### config.mk
export PLATFORM = sky130hd
export DESIGN_NAME = tx_frame_serializer_flat
export DESIGN_NICKNAME = d
export VERILOG_FILES = /design/src/rtl/tx_frame_serializer_pkg.sv /design/src/rtl/tx_frame_serializer_if.sv /design/src/rtl/tx_frame_serializer_shreg.sv /design/src/rtl/tx_frame_serializer.sv /design/src/flat_wrapper.sv
export SDC_FILE = /design/constraint.sdc
export NUM_CORES = 1
export LEC_CHECK = 0
export ABC_CLOCK_PERIOD_IN_PS = 1500
export CAP_MARGIN = 20
export CELL_PAD_IN_SITES_DETAIL_PLACEMENT = 0
export CELL_PAD_IN_SITES_GLOBAL_PLACEMENT = 1
export CORE_MARGIN = 2
export CORE_UTILIZATION = 34
export DETAILED_ROUTE_END_ITERATION = 6
export PLACE_DENSITY_LB_ADDON = 0.1
export SLEW_MARGIN = 25
export SYNTH_ARGS = -nofsm -noshare
export SYNTH_HDL_FRONTEND = slang
export SYNTH_SLANG_ARGS = --single-unit
export TNS_END_PERCENT = 5
### constraint.sdc
create_clock -name clk -period 1.5 [get_ports clk]
set_input_delay 0.225 -clock clk [delete_from_list [all_inputs] [get_ports clk]]
set_output_delay 0.225 -clock clk [all_outputs]
set_load 0.05 [all_outputs]
### src/rtl/tx_frame_serializer_pkg.sv
// Shared types and line-level constants for the frame serializer.
package tx_pkg;
  typedef enum logic [1:0] {IDLE, START, DATA, STOP} tx_state_t;

  localparam logic LINE_IDLE = 1'b1;
  localparam logic START_BIT = 1'b0;
  localparam logic STOP_BIT  = 1'b1;
endpackage

### src/rtl/tx_frame_serializer_if.sv
// Requester-side handshake plus line/status outputs of the serializer.
interface tx_frame_serializer_if #(parameter int N = 5);
  logic [N-1:0] tx_data;
  logic         tx_valid;
  logic         tx_ready;
  logic         serial_out;
  logic         busy;
  logic         done;

  modport master (output tx_data, tx_valid, input tx_ready, serial_out, busy, done);
  modport slave  (input tx_data, tx_valid, output tx_ready, serial_out, busy, done);
endinterface

### src/rtl/tx_frame_serializer_shreg.sv
// Parallel-load, right-shifting (zero fill) register exposing bit 0.
module shift_reg_load_n #(
  parameter int N = 5
) (
  input  logic         clk,
  input  logic         rst,
  input  logic         load,
  input  logic [N-1:0] din,
  input  logic         shift_en,
  output logic         bit0
);
  logic [N-1:0] shreg;

  always_ff @(posedge clk) begin
    if (rst)           shreg <= '0;
    else if (load)     shreg <= din;
    else if (shift_en) shreg <= shreg >> 1;
  end

  assign bit0 = shreg[0];
endmodule

### src/rtl/tx_frame_serializer.sv
// Start / N data bits LSB-first / stop framing, CLKS_PER_BIT cycles per bit.
module tx_frame_serializer
  import tx_pkg::*;
#(
  parameter int N            = 5,
  parameter int CLKS_PER_BIT = 1
) (
  input  logic                 clk,
  input  logic                 rst,
  tx_frame_serializer_if.slave bus
);
  localparam int BW = (CLKS_PER_BIT > 1) ? $clog2(CLKS_PER_BIT) : 1;
  localparam int CW = $clog2(N + 1);

  tx_state_t       state, state_n;
  logic [BW-1:0]   baud_cnt;
  logic [CW-1:0]   bit_cnt;
  logic            baud_end, accept, load, shift_en, bit0, line_n;

  assign baud_end = (baud_cnt == BW'(CLKS_PER_BIT - 1));
  assign accept   = bus.tx_valid & bus.tx_ready;

  shift_reg_load_n #(.N(N)) u_shreg (
    .clk      (clk),
    .rst      (rst),
    .load     (load),
    .din      (bus.tx_data),
    .shift_en (shift_en),
    .bit0     (bit0)
  );

  // The line register is loaded one bit period ahead: each shift happens as the
  // current bit is committed to serial_out, so bit0 already holds the next bit.
  always_comb begin
    state_n  = state;
    load     = 1'b0;
    shift_en = 1'b0;
    line_n   = bus.serial_out;
    unique case (state)
      IDLE: if (accept) begin
        state_n = START;
        load    = 1'b1;
        line_n  = START_BIT;
      end
      START: if (baud_end) begin
        state_n  = DATA;
        shift_en = 1'b1;
        line_n   = bit0;
      end
      DATA: if (baud_end) begin
        if (bit_cnt == CW'(N - 1)) begin
          state_n = STOP;
          line_n  = STOP_BIT;
        end else begin
          shift_en = 1'b1;
          line_n   = bit0;
        end
      end
      STOP: if (baud_end) begin
        state_n = IDLE;
        line_n  = LINE_IDLE;
      end
      default: state_n = IDLE;
    endcase
  end

  always_ff @(posedge clk) begin
    if (rst) begin
      state          <= IDLE;
      baud_cnt       <= '0;
      bit_cnt        <= '0;
      bus.serial_out <= LINE_IDLE;
      bus.tx_ready   <= 1'b1;
      bus.busy       <= 1'b0;
      bus.done       <= 1'b0;
    end else begin
      state          <= state_n;
      bus.serial_out <= line_n;
      bus.tx_ready   <= (state_n == IDLE);
      bus.busy       <= (state_n != IDLE);
      bus.done       <= (state == STOP) && (state_n == IDLE);
      if (load) begin
        baud_cnt <= '0;
        bit_cnt  <= '0;
      end else if (state != IDLE) begin
        baud_cnt <= baud_end ? '0 : baud_cnt + BW'(1);
        if (state == DATA && baud_end) bit_cnt <= bit_cnt + CW'(1);
      end
    end
  end
endmodule

### src/flat_wrapper.sv
// flat-port wrapper written by rule: the top's interface ports become plain ports
module tx_frame_serializer_flat import tx_pkg::*;
#(
  parameter int N            = 5,
  parameter int CLKS_PER_BIT = 1
)
  (clk, rst, bus_tx_data, bus_tx_valid, bus_tx_ready, bus_serial_out, bus_busy, bus_done);
  tx_frame_serializer_if #(.N(N)) bus_i ();
  input  logic clk;
  input  logic rst;
  input wire logic [$bits(bus_i.tx_data)-1:0] bus_tx_data;
  input wire logic [$bits(bus_i.tx_valid)-1:0] bus_tx_valid;
  output wire logic [$bits(bus_i.tx_ready)-1:0] bus_tx_ready;
  output wire logic [$bits(bus_i.serial_out)-1:0] bus_serial_out;
  output wire logic [$bits(bus_i.busy)-1:0] bus_busy;
  output wire logic [$bits(bus_i.done)-1:0] bus_done;
  assign bus_i.tx_data = bus_tx_data;
  assign bus_i.tx_valid = bus_tx_valid;
  assign bus_tx_ready = bus_i.tx_ready;
  assign bus_serial_out = bus_i.serial_out;
  assign bus_busy = bus_i.busy;
  assign bus_done = bus_i.done;
  tx_frame_serializer #(.N(N), .CLKS_PER_BIT(CLKS_PER_BIT)) u_core (.clk(clk), .rst(rst), .bus(bus_i));
endmodule
### Yosys cells after proc, flatten, opt, wreduce, memory -nomap -nowiden

Index checks and enable logic that the tools add are counted.

| cells by class | value |
|---|---|
| shifts and indexed selects | 0 |
| $add $sub $neg | 2 |
| equal/unequal tests | 8 |
| $mul | 0 |
| bitwise logic cells | 2 |
| div/mod/pow operators | 0 |
| order comparisons | 0 |
| reduce and logical (&&, ||, !) cells | 10 |
| multiplexer cells | 21 |

Operator list:

| kind | count |
|---|---|
| 2-to-1 mux 1 bit | 11 |
| 2-to-1 mux 2 bit | 5 |
| 2-to-1 mux 5 bit | 2 |
| case mux 2 bit (4 select lines) | 1 |
| != test 2 bit, second input constant | 3 |
| nonzero test 2 bit | 3 |
| == test 2 bit, second input constant | 2 |
| logical NOT 2 bit | 2 |
| case mux 1 bit (4 select lines) | 1 |
| AND reduction 4 bit | 1 |
| adder 3 x 1 -> 3 bit, second input constant | 1 |
| == test 3 bit, second input constant | 1 |
| == test 2 x 1 -> 1 bit, second input constant | 1 |
| logical AND 1 bit | 2 |
| != test 2 x 1 -> 1 bit, second input constant | 1 |
| case mux 1 bit (2 select lines) | 1 |
| AND reduction 2 bit | 1 |
| OR reduction 2 bit | 1 |
| adder 1 bit, second input constant | 1 |
| AND 1 bit | 1 |
| NOT 1 bit | 1 |

| word-level totals | value |
|---|---|
| ROM bits | 0 |
| register bits after elaboration | 15 |
| bits in latches | 0 |
| memories kept | 0 |
| logic and storage cells | 51 |
| output and inout port bits | 4 |
| bits in writable memories | 0 |
| bits of input ports | 8 |

### Longest topological paths before layout

| depth | value |
|---|---|
| depth in word-level cells | 6 |
| gate-level depth with buffers | 7 |
| gate-level depth less buffers | 6 |

### Hierarchy

From an unflattened synthesis, not the netlist that was laid out.

| second synthesis, totals | value |
|---|---|
| cells, all modules | 71 |
| area total of the unflattened synthesis | 715.7 µm² |

By module, submodules not included:

| module | seq. area each (µm²) | area an instance (µm²) | instances | cells each |
|---|---|---|---|---|
| tx_frame_serializer | 180.2 | 488.0 | 1 | 49 |
| shift_reg_load_n | 100.1 | 227.7 | 1 | 22 |

### Worst setup path before layout

Ideal clock, no wire load.

| timing path | value |
|---|---|
| path kind | register to register |
| start | reg u_core.state[0] |
| end | reg u_core.u_shreg.shreg[0] |
| arrival time | 1.398 ns |
| clock period less this slack | 1.532 ns |
| buffers on the path | 1 |
| setup time | 0.135 ns |
| required time | 1.365 ns |
| path slack | -0.032 ns |
| cell stages (with the launch flop) | 8 |
| cell sequence | dfxtp_1 -> inv_1 -> ha_1 -> buf_6 -> a21boi_4 -> o21ai_4 -> mux2i_1 -> a211oi_1 |

| between the ends | value |
|---|---|
| word-level cells in the longest chain between the ends | 3 |
| elaborated cells on any way between the ends | 7 |
| classes of those cells | eq/ne (2); mux (3); reduce/logical (2) |

RTL lines:

| item | RTL line | RTL |
|---|---|---|
| from (decl) | tx_frame_serializer.sv:15 | `tx_state_t state, state_n;` |
| from (signal assigned) | tx_frame_serializer.sv:77 | `state <= state_n;` |
| == test 2 bit (tied with other cells) | tx_frame_serializer.sv:39 | `unique case (state)` |
| case mux 1 bit (2 select lines) or 2-to-1 mux 1 bit (tied branches) | tx_frame_serializer.sv:39 |  |
| nonzero test 2 bit (no source line) or 2-to-1 mux 5 bit (tied branches) | -- |  |
| to (signal assigned) | tx_frame_serializer_shreg.sv:16 | `else if (load) shreg <= din;` |
| to (signal assigned) | tx_frame_serializer_shreg.sv:17 | `else if (shift_en) shreg <= shreg >> 1;` |
| to (decl) | tx_frame_serializer_shreg.sv:12 | `logic [N-1:0] shreg;` |

Parallel ways exist; a longest one is shown, timed or not.
A chain may end at the register's enable or synchronous reset.

### Final worst setup path

| timing path | value |
|---|---|
| start | reg u_core.bit_cnt[1] |
| end | reg u_core.u_shreg.shreg[3] |

| between the ends | value |
|---|---|
| word-level cells in the longest chain between the ends | 5 |

RTL lines:

| item | RTL line | RTL |
|---|---|---|
| from (decl) | tx_frame_serializer.sv:17 | `logic [CW-1:0] bit_cnt;` |
| from (signal assigned) | tx_frame_serializer.sv:87 | `if (state == DATA && baud_end) bit_cnt <= bit_cnt + CW'(1);` |
| == test 3 bit | tx_frame_serializer.sv:51 | `if (bit_cnt == CW'(N - 1)) begin` |
| 2-to-1 mux 1 bit | tx_frame_serializer.sv:51 |  |
| 2-to-1 mux 1 bit | tx_frame_serializer.sv:50 | `DATA: if (baud_end) begin` |
| case mux 1 bit (2 select lines) | tx_frame_serializer.sv:39 |  |
| nonzero test 2 bit (no source line) | -- |  |

No other way between the ends.

==> impl_results.md <==
- Status: completed
- Async SR Flop Fraction: 0%
- Post-synth top cells: dfxtp_1 (14), ha_1 (8), nor2_1 (7)
- Simple-Gate Fraction of Synth Area: 11.4%
- Unique masters post-synth: 22
- Peak VDD IR: ~1.2 mV
- Largest net degree at the start of global routing: 11
- Syn_nets: slightly below 90
- Share of cells above drive strength 1: 22.7%
- Cell area after layout: 895 um^2
- Clk Latency, worst-skew pair: approximately 280 ps
- Placed cell count: 110
- Hold_ws: ~470 ps
- Wl on met1: 620 um
- Wire length on met3: 58 um
- Levels on crit path: 6
- Slew margin rel.: around four fifths
- Setup violations, final: 0
- Initial antenna violation count: 0
- Site Rows: 16
- Core area: 0.00194 mm^2
- First DRT Iteration DRCs: 12
- Die width: 49.1 um
- Grt total ovfl: 0
- CP max-delay cell: dfxtp_1
- LEAKAGE: approximately 0.40 nW
- Clock Root Buffer: clkbuf_4
- Buffers on Ports: 11
- RSZ-0062 raised after global routing: no
- Most frequent cell after synthesis: dfxtp_1
- Flop2flop setup slack: just over 100 ps
- Worst path max stage delay: approximately 360 ps
- Yosys reg bits: 14
- Final Util: 46.1%
- Xor/xnor cell area share of the yosys netlist: roughly 2.5%
- Max Slew Vio Count: 0
- Largest family of logic cells by synthesized area: compound AO/OA/AOI/OAI gates
- Worst Path Buf+Inv: 1
- Post-Layout Cell Count: 115
- TritonCTS clock tree: done
- Worst EP arrival: 1590 ps
- Vias after detailed routing: 533
- Die height: 49.1 um
- Period utilization: 93.3%
- Syn avg cell area: 9.73 um^2
- Compound-Gate Fraction of Synth Area: 18.8%
- CP Cell Sequence: inv_1 -> ha_1 -> a21boi_4 -> o21ai_4 -> mux2i_1 -> a211oi_1
- Synthesis warning total: 0
- Mux cell area share after synthesis: 7.25%
- Family with the most delay on the worst path: compound AO/OA/AOI/OAI gates
- First-pass GRT wire length: 2.26 mm
- TritonCTS buffer count: 3
- Total negative setup slack: 0 ps
- Fin. Hold Viols: 0
- Routed vias/inst: 4.63
- Ys flop type: dfxtp_1
- Starting Density: between 30% and 40%
- Number of synthesized flops with an enable pin: 0
- Nets: 105
- Hold worst-path end: u_core.u_shreg.shreg[4]$_SDFFE_PP0P_
- CP Data Required Time: 1690 ps
- RD Place Congestion: between 0.6 and 0.7
- Top cells by area, synth: dfxtp_1 (41%), ha_1 (14%), mux2i_1 (7.2%)
- Worst-path clk slew: 90 ps
- Yosys top cell area share: between 40% and 50%
- Top routing layer used: met4
- Die area: 0.00241 mm^2
- Drt drc: 0
- Tmin final: 1400 ps
- Tot GR Track Use: 12.4%
- Setup crit end kind: register
- Hold path cells: 2
- Routed wl met2: 503 um
- Hold WC Path Type: register to register
- Ant diodes: 0
- Startpoint Class: register
- R2R depth: 6
- CTS sink count: 14
- R2R Path Start: u_core.bit_cnt[1]$_SDFFE_PP0P_
- Achievable Freq: 0.715 GHz
- Power Density: 1980 mW/mm^2
- Seq/Total Area, Yosys: 40.6%
- Routed WL per cell: 10.5 um
- Post-Syn Instances: 71
- Hold buffers post-CTS: 0
- Worst Clk Skew: about 3.8 ps
- Clk buf depth: 2
- Vias in the first global route: 506
- Final ANT Viol Nets: 0
- Critical R2R Capture: u_core.u_shreg.shreg[3]$_SDFFE_PP0P_
- Post-synth top area cell: dfxtp_1
- DP Area: 846 um^2
- Final HPWL DP: approximately 900 um
- Number of H-tree levels: 1
- P&R area growth vs syn: 29.5%
- Max_cap viols: 0
- Final wirelength: 1.20 mm
- Worst Max-Slew Pin Slew: 323 ps
- Worst Hold Launch: u_core.u_shreg.shreg[4]$_SDFFE_PP0P_
- Kind of critical path: register to register
- Pre-Repair DR Iteration Count: 4
- Max Fanout on Critical Path: 5
- Adder-cell area share of the yosys netlist: around 14%
- I/O pin count: 12
- Post-Syn Area: a little under 700 um^2
==> flip-flops by register name, summed over array words and instances (netlist names) <==
| register | cells |
|---|---|
| u_core.bit_cnt | 3 |
| u_core.bus.busy | 1 |
| u_core.bus.done | 1 |
| u_core.bus.serial_out | 1 |
| u_core.bus.tx_ready | 1 |
| u_core.state | 2 |
| u_core.u_shreg.shreg | 5 |
==> cells in the final DEF (no fill, tap or decap), types with 2 or more instances in the layout <==
cell | netlist | layout
dfxtp_1 | 14 | 11
nor2_1 | 7 | 7
ha_1 | 8 | 7
clkdlybuf4s50_1 | 0 | 7
buf_4 | 0 | 7
a21oi_1 | 6 | 6
mux2i_1 | 5 | 5
inv_1 | 5 | 4
nand2_1 | 4 | 4
a211oi_1 | 4 | 4
nor3_1 | 3 | 3
clkbuf_4 | 0 | 3
dfxtp_2 | 0 | 3
a21o_1 | 2 | 2
nand3_1 | 2 | 2
==> worst register-to-register path: cells and delay by family (launching register included) <==
family,cells,cell delay [ps]
AOI/OAI and AO/OA,3,530
adders and majority gates,1,240
buffers and inverters,1,50
DFF,1,360
muxes,1,130
==> what timing repair did <==
action	CTS	global route
gates resized for setup	0	3
buffers inserted	0	1
setup endpoints to repair	0	4
==> worst max-delay path by stage <==
| stage | startpoint | end | slack [ps] |
|---|---|---|---|
| after floorplan | u_core.state[0]$_SDFF_PP0_ | u_core.u_shreg.shreg[0]$_SDFFE_PP0P_ | 20 |
| after global placement | u_core.bit_cnt[0]$_SDFFE_PP0P_ | u_core.u_shreg.shreg[3]$_SDFFE_PP0P_ | 80 |
| after detailed placement | u_core.bit_cnt[0]$_SDFFE_PP0P_ | u_core.u_shreg.shreg[3]$_SDFFE_PP0P_ | 90 |
| after CTS | u_core.bit_cnt[0]$_SDFFE_PP0P_ | u_core.u_shreg.shreg[3]$_SDFFE_PP0P_ | 50 |
| after global routing | u_core.state[0]$_SDFF_PP0_ | u_core.u_shreg.shreg[2]$_SDFFE_PP0P_ | 1 |
| final | u_core.bit_cnt[1]$_SDFFE_PP0P_ | u_core.u_shreg.shreg[3]$_SDFFE_PP0P_ | 100 |
==> per-stage QoR <==
stage	total power, W	worst slack [ps]
floorplan	0.00125	17.9
global placement	0.00149	85.0
detailed placement	0.00148	93.2
CTS	0.00177	53.2
global route	0.00193	1.05
finish	0.00177	101
==> where the power goes <==
part           leakage, nW  internal [W]  switching [W]
Combinational        0.261      0.000408       0.000499
Clock               0.0210      0.000148       0.000126
Sequential           0.116      0.000504      0.0000848
Total                0.398       0.00106       0.000710
==> area by class of cell <==
cell class,count,area [um^2]
fillers,201,1050
multi-input cells,50,379
flip-flops and latches,14,284
repair buffers,15,143
clock buffers,4,36.3
inverters,5,18.8
well taps,27,33.8
==> logic make-up (layout without fill, tap and decap cells) <==
family / Yosys count / in the layout
compound gates: 17 / 17
simple gates: 18 / 18
buf+inv: 7 / 24
fa+ha+maj: 8 / 8
flops: 14 / 14
mux: 5 / 5
xor+xnor: 2 / 2
==> routing by layer <==
layer,track usage [%],up-vias
met2,17.6,10
li1,-,277
met1,16.4,244
met5,0,-
met4,7.14,0
met3,3.99,2
No activity file was read; power rests on OpenSTA's default activity.
